===== src/rtl/id_queue.sv =====
// Decoded-instruction queue between decoder and issue stage.
// Accepts up to two uops per cycle and presents the two oldest entries as
// out_data0/out_data1; issue pops zero, one or two of them in the same cycle.
// Optional build macro: ID_QUEUE_BYPASS_EN (zero-latency path through an empty queue).
module id_queue #(
  parameter int unsigned DEPTH   = 8,
  parameter int unsigned ENTRY_W = 200
) (
  input  logic                   clk,
  input  logic                   rstn,
  input  logic                   flush,
  input  logic [1:0]             in_valid,
  input  logic [ENTRY_W-1:0]     in_data0,
  input  logic [ENTRY_W-1:0]     in_data1,
  output logic                   in_ready,
  output logic [ENTRY_W-1:0]     out_data0,
  output logic [ENTRY_W-1:0]     out_data1,
  input  logic [1:0]             num_read,
  output logic [$clog2(DEPTH):0] count
);

  localparam int unsigned PtrW = $clog2(DEPTH);
  localparam int unsigned CntW = PtrW + 1;

  logic [PtrW-1:0]    rd_ptr_q, rd_ptr_d, wr_ptr_q, wr_ptr_d;
  logic [PtrW-1:0]    rd_ptr_p1, wr_ptr_p1;
  logic [CntW-1:0]    count_q, count_d;
  logic [ENTRY_W-1:0] mem [DEPTH];

  logic [1:0]         in_n;     // entries offered by the decoder
  logic [1:0]         rd_req;   // entries requested by issue
  logic [1:0]         pop_n;    // entries actually consumed
  logic [1:0]         push_n;   // entries actually written to storage
  logic [1:0]         rd_adv;   // read-pointer advance (stored entries consumed)
  logic               bypass;
  logic               we0, we1;
  logic [ENTRY_W-1:0] wdata0;

  assign rd_ptr_p1 = rd_ptr_q + PtrW'(1);
  assign wr_ptr_p1 = wr_ptr_q + PtrW'(1);
  assign count     = count_q;

  // Ready only on registered occupancy, so the decoder never depends on issue timing.
  assign in_ready  = (count_q <= CntW'(DEPTH - 2));

  // Decode requests, select output source and compute push/pop amounts.
  always_comb begin
    in_n = 2'd0;
    if (in_valid == 2'b01) begin
      in_n = 2'd1;
    end else if (in_valid == 2'b11) begin
      in_n = 2'd2;
    end

    rd_req = 2'd0;
    if (num_read == 2'b01) begin
      rd_req = 2'd1;
    end else if (num_read == 2'b11) begin
      rd_req = 2'd2;
    end

    bypass = 1'b0;
`ifdef ID_QUEUE_BYPASS_EN
    bypass = (count_q == '0) && !flush;
`endif

    out_data0 = '0;
    out_data1 = '0;
    wdata0    = in_data0;
    if (bypass) begin
      if (in_n >= 2'd1) out_data0 = in_data0;
      if (in_n == 2'd2) out_data1 = in_data1;
      // Consumed bypass entries never touch storage; the remainder is written in order.
      pop_n  = (rd_req < in_n) ? rd_req : in_n;
      push_n = in_n - pop_n;
      rd_adv = 2'd0;
      if (pop_n == 2'd1) wdata0 = in_data1;
    end else begin
      if (count_q >= CntW'(1)) out_data0 = mem[rd_ptr_q];
      if (count_q >= CntW'(2)) out_data1 = mem[rd_ptr_p1];
      // Clamp to occupancy so an over-read or empty read never underflows.
      pop_n  = (CntW'(rd_req) <= count_q) ? rd_req : count_q[1:0];
      push_n = in_ready ? in_n : 2'd0;
      rd_adv = pop_n;
    end

    we0 = !flush && (push_n >= 2'd1);
    we1 = !flush && (push_n == 2'd2);

    if (flush) begin
      rd_ptr_d = '0;
      wr_ptr_d = '0;
      count_d  = '0;
    end else begin
      rd_ptr_d = rd_ptr_q + PtrW'(rd_adv);
      wr_ptr_d = wr_ptr_q + PtrW'(push_n);
      count_d  = count_q + CntW'(push_n) - CntW'(rd_adv);
    end
  end

  // Pointer and occupancy state.
  always_ff @(posedge clk or negedge rstn) begin
    if (!rstn) begin
      rd_ptr_q <= '0;
      wr_ptr_q <= '0;
      count_q  <= '0;
    end else begin
      rd_ptr_q <= rd_ptr_d;
      wr_ptr_q <= wr_ptr_d;
      count_q  <= count_d;
    end
  end

  // Entry storage; contents outside the occupied window are masked by count.
  always_ff @(posedge clk) begin
    if (we0) mem[wr_ptr_q]  <= wdata0;
    if (we1) mem[wr_ptr_p1] <= in_data1;
  end

endmodule

===== config.mk =====
export PLATFORM = sky130hd
export DESIGN_NAME = id_queue
export DESIGN_NICKNAME = d
export VERILOG_FILES = /design/src/rtl/id_queue.sv
export SDC_FILE = /design/constraint.sdc
export NUM_CORES = 2
export LEC_CHECK = 0
export CAP_MARGIN = 40
export CELL_PAD_IN_SITES_DETAIL_PLACEMENT = 0
export CELL_PAD_IN_SITES_GLOBAL_PLACEMENT = 1
export CORE_ASPECT_RATIO = 0.9
export CORE_MARGIN = 2
export CORE_UTILIZATION = 47
export CTS_BUF_LIST = sky130_fd_sc_hd__clkbuf_4 sky130_fd_sc_hd__clkbuf_8
export DETAILED_ROUTE_END_ITERATION = 16
export PLACE_DENSITY = 0.9
export REMOVE_ABC_BUFFERS = 1
export SETUP_SLACK_MARGIN = 0.3
export SLEW_MARGIN = 15
export SYNTH_ARGS = -nofsm -noshare
export SYNTH_HDL_FRONTEND = slang
export SYNTH_SLANG_ARGS = --single-unit

===== constraint.sdc =====
create_clock -name clk -period 12.4 [get_ports clk]
set_input_delay 3.1 -clock clk [delete_from_list [all_inputs] [get_ports clk]]
set_output_delay 3.1 -clock clk [all_outputs]
set_load 0.03 [all_outputs]

==> summary.txt <==
status -> completed
nets@finish -> 6,170
Synth area leader -> edfxtp_1
Worst-Margin Slew -> 1.28 ns
drt total wl -> 278,000 um
ys async rst share -> 0.00621
DR vias -> 56,784
Yosys warnings -> 0
pre-CTS setup slack -> 4.64 ns
layout cell share with drive strength beyond 1 -> 0.501
Seq/Total Area, Yosys -> 0.521
most frequent cells in the layout -> edfxtp_1, mux2_2, clkdlybuf4s50_1, mux4_2, a22o_1
clk_lat worst skew -> 1.03 ns
synthesized flop and latch total -> 1,610
DRT iter0 DRCs -> 6,114
die height -> 425 um
clock sinks -> 1,610
post-layout minimum cycle time -> 8.81 ns
placed insts -> 8,013
Critical R2R Capture -> mem[2][169]
Setup CP Type -> flop to output pin
Hold Fails Final Rpt -> 0
GR Util All Layers -> 0.271
drt drc -> 0
synth top area cells -> edfxtp_1, mux4_2, mux2_2
Worst Reg-to-Reg Cells -> 6
min-delay worst type -> flop to flop
Cells after Synth -> 4,963
# hold bufs at CTS -> 0
Final Instance Count excl. Fillers -> 8,570
post-CTS setup buffers -> 0
CP required -> 9.30 ns
post-synthesis cell area -> 92,600 sq um
IO Pins -> 812
core box area -> 196,000 sq um
Setup crit start kind -> flop
max_cap viols -> 0
Crit path largest cell delay -> 0.62 ns
peak supply drop -> 264 uV
r2r setup slk -> 8.22 ns
Area growth, synth to finish -> 17.0%
ANT nets after route -> 0
fmax -> 0.114 GHz
grt ovf -> 0
Post-synth EDFFs -> 1,600
CP startpoint -> rd_ptr_q[0]
crit path max fanout -> 145
period utilisation layout -> 0.710
RSZ-0062 raised after global routing -> no
maximum root-to-sink buffer count -> 4
max_slew headroom -> 0.150
Via density -> 6.63
antenna violations before repair -> 74
CTS tree -> built
vias in the first global route -> 58,926
Die Area -> 201,000 sq um
Worst EP arrival -> 5.71 ns
Leak -> 34.8 nW
Slew Limit Fails -> 0
HPWL Detailed -> 157,000 um
crit path capture type -> output pin
largest net degree at the start of global routing -> 146
pwr dens -> 222 nW/um^2
Hold Slack -> 0.700 ns
commonest non-fill, non-tap cell in the layout -> edfxtp_1
ys flop type -> edfxtp_1
Detailed Routing Iterations Pass 1 -> 8
Critical Path Sink -> out_data1[14]
Crit Reg-Reg Startpoint -> wr_ptr_q[0]
number of distinct library cells after synthesis -> 39
GPL Wtd Cong -> 0.817
clock slew at reported path FFs -> 0.06 ns
Critical-path top delay cell -> dfrtp_4
Worst Skew -> 0.0451 ns
final setup vio count -> 0
mean post-synth cell area -> 18.7 sq um
port buffer count -> 811
CTS-repair resized insts -> 0
CTS buffer count -> 297
first-pass GRT wire length -> 400,000 um
Rows -> 154
Yosys top cell area share -> 0.519
setup TNS -> 0 ns
Initial Util -> 0.473
die width -> 472 um
Clock Tree Root -> clkbuf_8
wire per inst -> 32.5 um
H-tree depth -> 5
fin worst setup slack -> 3.59 ns
CP cell instances -> buf_12, buf_12, buf_4, buf_16, mux4_2, a22o_1, clkdlybuf4s50_1
Layout Utilization -> 0.554
Crit path top cell by count -> buf_12
## routing by layer
| layer | vias up | wire, um | GRT usage |
|---|---|---|---|
| li1 | 22942 | - | - |
| met3 | 659 | 25400 | 0.0592 |
| met2 | 3244 | 135000 | 0.438 |
| met1 | 29891 | 103000 | 0.342 |
| met4 | 48 | 14500 | 0.147 |
| met5 | - | 320 | 0 |
## where the power goes
| group | internal (W) | total [W] | switching [W] |
|---|---|---|---|
| combinational | 0.00555 | 0.0126 | 0.00703 |
| sequential | 0.00633 | 0.00649 | 0.000164 |
| clock | 0.00276 | 0.00501 | 0.00225 |
## logic make-up (layout without fill, tap and decap cells)
kind of cell / after synthesis / after routing / synth area share
other: 0 / 60 / 0
buffers and inverters: 456 / 1429 / 0.0362
DFF: 1610 / 1610 / 0.521
AOI/OAI and AO/OA: 417 / 417 / 0.0390
xor gates and xnor gates: 7 / 7 / 0.000662
and+or+nand+nor: 55 / 55 / 0.00308
adders and majority gates: 16 / 16 / 0.00249
muxes: 2402 / 2402 / 0.397
## synthesized netlist by cell type, types with 3 or more instances
library cell,number
buf_12,22
nor2_1,14
a21oi_1,5
nand2_1,6
edfxtp_1,1600
fa_1,4
a22o_1,400
mux2_2,1400
inv_1,9
dfrtp_1,10
nor2b_1,7
nand3_1,3
mux4_2,800
a31oi_1,6
xnor2_1,6
ha_1,12
mux2_4,200
buf_1,42
nor3_1,14
buf_2,93
clkbuf_1,134
buf_6,155
## worst min-delay path by stage
stage / start / end / slack (ns) / cells past startpoint
2_1_floorplan: rd_ptr_q[2] / rd_ptr_q[2] / 0.57 / 2
4_1_cts: rd_ptr_q[2] / rd_ptr_q[2] / 0.70 / 2
6_report: rd_ptr_q[2] / rd_ptr_q[2] / 0.70 / 2
3_3_place_gp: rd_ptr_q[2] / rd_ptr_q[2] / 0.68 / 2
3_5_place_dp: rd_ptr_q[2] / rd_ptr_q[2] / 0.68 / 2
5_1_grt: rd_ptr_q[2] / rd_ptr_q[2] / 0.76 / 2
## state kept, by name, summed over array words and instances (netlist names)
signal,flops
wr_ptr_q,3
mem,1600
count,4
rd_ptr_q,3
## area by class of cell
| class | instances | area (sq um) |
|---|---|---|
| fill | 14852 | 87400 |
| sequential | 1610 | 48300 |
| multi-input combinational | 2897 | 41100 |
| timing repair buffer | 931 | 9970 |
| clock buffer | 396 | 4870 |
| tap | 2574 | 3220 |
| clock inverter | 92 | 676 |
| antenna | 60 | 150 |
| inverter | 10 | 37.5 |
## through the flow
stage,power (W),cell area [sq um]
finish,0.0241,108000
global route,0.0248,108000
CTS,0.0241,108000
detailed placement,0.0190,102000
global placement,0.0189,102000
floorplan,0.0176,89300
## worst max-delay path: cells and delay by family, from the launching register on
kind	cells	cell delay [ns]
buffers and inverters	5	2.45
DFF	1	0.62
muxes	1	0.55
AOI/OAI and AO/OA	1	0.28
Note: power is estimated with default switching activity, not from simulation.
